<file path="src/rtl/rf_wb_arbiter.sv">
// Writeback arbiter for the register-file write port. Sources are arbitrated
// round-robin and the winner is staged for one cycle. The staged write is
// forwarded to the decode read ports. Define WB_ARB_FIXED_PRIO_EN to use
// fixed lowest-index-wins priority instead of round-robin.
module rf_wb_arbiter #(
  parameter int NUM_REQ = 3,
  parameter int ADDR_W  = 5,
  parameter int DATA_W  = 32
) (
  input  logic                      CLK,
  input  logic                      RST,
  input  logic                      HOLD,
  input  logic [NUM_REQ-1:0]        REQ_VALID,
  input  logic [NUM_REQ*ADDR_W-1:0] REQ_ADDR,
  input  logic [NUM_REQ*DATA_W-1:0] REQ_DATA,
  output logic [NUM_REQ-1:0]        REQ_READY,
  output logic                      WRITE_EN,
  output logic [ADDR_W-1:0]         WRITE_ADDR,
  output logic [DATA_W-1:0]         WRITE_DATA,
  input  logic [ADDR_W-1:0]         RD_ADDR1,
  input  logic [ADDR_W-1:0]         RD_ADDR2,
  output logic                      FWD1_HIT,
  output logic [DATA_W-1:0]         FWD1_DATA,
  output logic                      FWD2_HIT,
  output logic [DATA_W-1:0]         FWD2_DATA
);

  localparam int IDX_W = (NUM_REQ > 1) ? $clog2(NUM_REQ) : 1;

  logic              write_en_q;
  logic              grant_any;
  logic [ADDR_W-1:0] grant_addr;
  logic [DATA_W-1:0] grant_data;
  int                pos;
`ifndef WB_ARB_FIXED_PRIO_EN
  logic [IDX_W-1:0]  last;
  logic [IDX_W-1:0]  grant_idx;
`endif

  // Search candidate positions in priority order; the first valid one wins.
  always_comb begin
    REQ_READY  = '0;
    grant_any  = 1'b0;
    grant_addr = '0;
    grant_data = '0;
    pos        = 0;
`ifndef WB_ARB_FIXED_PRIO_EN
    grant_idx  = '0;
`endif
    if (!RST && !HOLD) begin
      for (int k = 0; k < NUM_REQ; k++) begin
`ifdef WB_ARB_FIXED_PRIO_EN
        pos = k;
`else
        pos = (int'(last) + 1 + k) % NUM_REQ;
`endif
        for (int i = 0; i < NUM_REQ; i++) begin
          if (!grant_any && (i == pos) && REQ_VALID[i]) begin
            grant_any    = 1'b1;
            REQ_READY[i] = 1'b1;
            grant_addr   = REQ_ADDR[i*ADDR_W +: ADDR_W];
            grant_data   = REQ_DATA[i*DATA_W +: DATA_W];
`ifndef WB_ARB_FIXED_PRIO_EN
            grant_idx    = IDX_W'(i);
`endif
          end
        end
      end
    end
  end

  always_ff @(posedge CLK) begin
    if (RST) begin
      write_en_q <= 1'b0;
      WRITE_ADDR <= '0;
      WRITE_DATA <= '0;
`ifndef WB_ARB_FIXED_PRIO_EN
      last       <= IDX_W'(NUM_REQ - 1);
`endif
    end else if (grant_any) begin
      // x0 writes complete the handshake but never enable the write port
      write_en_q <= (grant_addr != '0);
      WRITE_ADDR <= grant_addr;
      WRITE_DATA <= grant_data;
`ifndef WB_ARB_FIXED_PRIO_EN
      last       <= grant_idx;
`endif
    end else begin
      write_en_q <= 1'b0;
    end
  end

  // A write staged when reset arrives is dropped rather than committed.
  assign WRITE_EN = write_en_q & ~RST;

  assign FWD1_HIT  = WRITE_EN && (WRITE_ADDR == RD_ADDR1) && (RD_ADDR1 != '0);
  assign FWD1_DATA = FWD1_HIT ? WRITE_DATA : '0;
  assign FWD2_HIT  = WRITE_EN && (WRITE_ADDR == RD_ADDR2) && (RD_ADDR2 != '0);
  assign FWD2_DATA = FWD2_HIT ? WRITE_DATA : '0;

endmodule

</file>
<file path="config.mk">
export PLATFORM = sky130hd
export DESIGN_NAME = rf_wb_arbiter
export DESIGN_NICKNAME = d
export VERILOG_FILES = /design/src/rtl/rf_wb_arbiter.sv
export SDC_FILE = /design/constraint.sdc
export NUM_CORES = 1
export LEC_CHECK = 0
export CORE_UTILIZATION = 25
export CTS_CLUSTER_SIZE = 12
export DETAILED_ROUTE_END_ITERATION = 10
export PLACE_DENSITY = 0.59
export SETUP_SLACK_MARGIN = 0.15
export SKIP_CTS_REPAIR_TIMING = 1
export SYNTH_ARGS = -nofsm -noshare
export SYNTH_HDL_FRONTEND = slang
export SYNTH_SLANG_ARGS = --single-unit
</file>
<file path="constraint.sdc">
create_clock -name CLK -period 2.2 [get_ports CLK]
set_input_delay 0.22 -clock CLK [delete_from_list [all_inputs] [get_ports CLK]]
set_output_delay 0.22 -clock CLK [all_outputs]
set_load 0.05 [all_outputs]
</file>
==> metrics.md <==
| Metric | Value |
|---|---|
| Status | finished, violations left |
| Post-synth EDFFs | 0 |
| CP peak stage delay | approximately 0.36 ns |
| Worst IR drop on VDD | 0.405 mV |
| Most common library cells after synthesis | 68 x and2_1, 58 x nor2_1, 40 x dfxtp_1 |
| FILL cells | about 1.2k |
| Cell taking the most area after synthesis | dfxtp_1 |
| Routed length per placed instance | about 20 um |
| Die Height | about 120 um |
| Critical path class | reg -> out |
| Sinks on Clock Net | 40 |
| Complex-gate fraction of the synthesized area | 36.5% |
| Critical path, cell by cell | inv_4 -> ha_4 -> buf_6 -> and3b_2 -> nand4_1 -> buf_6 -> a21oi_4 -> buf_8 |
| Drc violations | 1 |
| Total placed cells including tap cells | slightly above 900 |
| Avg Inst Size Synth | about 7.3 um^2 |
| Final Skew | roughly 0.0079 ns |
| RSZ-0062 raised after global routing | true |
| Synth Area in XOR/XNOR | about 1.9% |
| Area grow syn2layout | 144% |
| Synth Warn # | 0 |
| Bufs and invs on worst path | 4 |
| GPL Wtd Cong | 0.864 |
| CORE AREA | approximately 0.014 mm^2 |
| Pre-antenna DRT Iters | 8 |
| Min Hold Slack | about 0.49 ns |
| WP data required | ~2 ns |
| Util after Layout | ~62% |
| Primary FF master, synth | dfxtp_1 |
| Dominant cells by area after synthesis | dfxtp_1 22%, and2_1 12%, o221ai_1 9.0% |
| Pre-CTS setup slack | -0.169 ns |
| PwrDens | between 800 and 900 mW/mm^2 |
| Final Hold Fails | 0 |
| Setup crit end kind | output pin |
| Clock share of power | 11.9% |
| Share of flip-flops with an asynchronous set or reset | 0% |
| Via-to-Cell Ratio | 5.41 |
| Vias | approximately 5.3k |
| Floorplan row count | 44 |
| Power Internal | approximately 0.0040 W |
| Detail Placement HPWL | roughly 13000 um |
| Vias in the first global route | slightly below 5k |
| Share of the synthesized area in the top cell type | roughly 22% |
| Die W | about 120 um |
| Post-Synthesis Cells | between 500 and 600 |
| Number of DRC markers in iteration 0 | approximately 290 |
| CTS tree | built |
| Comb pwr share | a little under three quarters |
| Clock slew at reported path FFs | 0.07 ns |
| Max Buffers Root-to-Sink | 2 |
| Synth Area in Adders | approximately 1.0% |
| Sw frac | between 40 and 50% |
| Final setup vio count | 1 |
| Non-Filler Instances | a little under 1k |
| Layout cells sized above 1 | around 48% |
| Crit path time final | 2.20 ns |
| Most common cell in the netlist | and2_1 |
| Top delay family on crit path | buffers and inverters |
| Fin. max-slew vios | 0 |
| Worst Path Max Fanout | 7 |
| Mux cell area share after synthesis | 0% |
| Final worst slack | -0.00399 ns |
| GR Overflow Total | 0 |
| Seq/Total Area, Yosys | around 22% |
| Leakage | approximately 3.3 nW |
| Cell variety after synth | 54 |
| First-pass GRT wire length | around 26000 um |
| Worst Path Arrival | between 1.5 and 2 ns |
| Largest net degree at the start of global routing | 32 |
| Sequential Power Share | around 17% |
| Routed Wire Length | roughly 20000 um |
| Worst Tran Pin Value | 0.542 ns |
| CTS Buf Count | 5 |
| Root Buffer | clkbuf_16 |
| FMAX | approximately 450 MHz |
| Failing checks | DRC, setup timing |
| IO buf count | around 230 |
| Hold Crit Class | reg -> reg |
| Post-Synth Simple-Gate Area | roughly 31% |
| Tot GR Track Use | around 22% |
| Max H-tree Level | 2 |
| Yosys reg bits | 40 |
| Total die area | between 0.015 and 0.02 mm^2 |
| FF/Latch Area | 825 um^2 |
| Largest family of logic cells by synthesized area | compound AO/OA/AOI/OAI gates |
| Initial antenna violation count | 0 |
| Psw | 0.00351 W |
| Worst-skew pair later-pin latency | between 0.2 and 0.3 ns |
| Critical Path Slowest Stage Cell | dfxtp_4 |
| Footprint of the multi-input gates | about 0.0035 mm^2 |
| I/O Pins | 234 |
| Diode count | 0 |
| CP most frequent cell | buf_6 |
| Final nets | approximately 920 |
| Syn nets | between 600 and 700 |
| Relative slew margins | a little under two thirds |
| Worst Setup Start Kind | register |
| Period utilisation layout | 100% |
| Final ANT Viol Nets | 0 |
| Setup Total Neg Slack | -0.00399 ns |
| Initial Util | ~25% |
| Netlist Area Pre-Place | between 0.003 and 0.004 mm^2 |
| MaxCap Viol Count | 0 |
[worst reg2reg max path: stages, from the launching register on]
cell       delay (ns)
dfxtp_4          0.36
inv_4            0.08
ha_4             0.22
buf_6            0.12
buf_4            0.12
a311o_2          0.41
clkbuf_16        0.21
o221ai_4         0.13
a21oi_2          0.08
a211oi_2         0.21
o21ai_1          0.07
[sequential cells by signal (all words and copies together) (netlist names)]
register    flops
WRITE_DATA     32
write_en_q      1
WRITE_ADDR      5
last            2
[per-layer routing]
metal / vias to the layer above / wire length, um / track usage [%]
met5: - / 0 / 0
met3: 44 / 1170 / 3.27
met1: 2549 / 8050 / 27.0
li1: 2449 / - / -
met2: 242 / 10200 / 39.3
met4: 0 / 603 / 8.81
[stage by stage]
step | area [um^2] | power (W)
after floorplan | 3750 | 0.00365
after global placement | 7320 | 0.00515
after detailed placement | 7320 | 0.00523
after CTS | 7500 | 0.00613
after global routing | 8990 | 0.00790
final | 8990 | 0.00753
[worst paths after layout]
kind	cells after the start	slack (ns)	from	to
max reg2reg	10	0.06	last[0]$_SDFFE_PP0P_	WRITE_DATA[13]$_SDFFE_PP0P_
min reg2reg	2	0.49	WRITE_DATA[1]$_SDFFE_PP0P_	WRITE_DATA[1]$_SDFFE_PP0P_
min	2	0.49	WRITE_DATA[1]$_SDFFE_PP0P_	WRITE_DATA[1]$_SDFFE_PP0P_
max	8	-0.004	last[0]$_SDFFE_PP0P_	REQ_READY[2]
[kinds of logic after synthesis]
| family | count (synthesis) |
|---|---|
| buf+inv | 58 |
| fa+ha+maj | 3 |
| compound gates | 187 |
| xor+xnor | 8 |
| simple gates | 208 |
| flops | 40 |
[cell type report]
cell class	instances	area share, %
Tap cell	184	2.56
Sequential cell	40	9.17
Timing Repair Buffer	330	46.5
Multi-Input combinational cell	406	39.4
Clock buffer	6	1.55
Clock inverter	2	0.432
Inverter	8	0.362
[power by group through the flow]
stage / registers, W / logic (W) / clock network [W]
floorplan: 0.00188 / 0.00177 / 0
global placement: 0.00121 / 0.00394 / 0
detailed placement: 0.00123 / 0.00400 / 0
CTS: 0.00121 / 0.00400 / 0.000913
global route: 0.00132 / 0.00563 / 0.000954
finish: 0.00128 / 0.00535 / 0.000893
[placed cells by master, fill, tap and decap left out, types with 4 or more instances in the layout]
cell             instances
buf_12                  84
dfxtp_1                 33
a211oi_2                 8
buf_4                   54
a21oi_1                 17
o21ai_0                  8
nand2_2                  7
nand2_1                 18
inv_1                    6
clkdlybuf4s50_1        161
o21ai_2                  4
nor2_4                   6
o221ai_4                 5
a21oi_2                 19
buf_6                   19
dfxtp_4                  6
o221ai_2                26
o22ai_2                  8
nor2_1                  50
nand3_1                  5
o21ai_1                 34
clkbuf_16               14
o221ai_1                16
o22ai_4                  9
and2_4                  66
xnor2_1                  6
a211oi_1                 4
nand3b_1                20
Power figures use the tool's default switching activity.
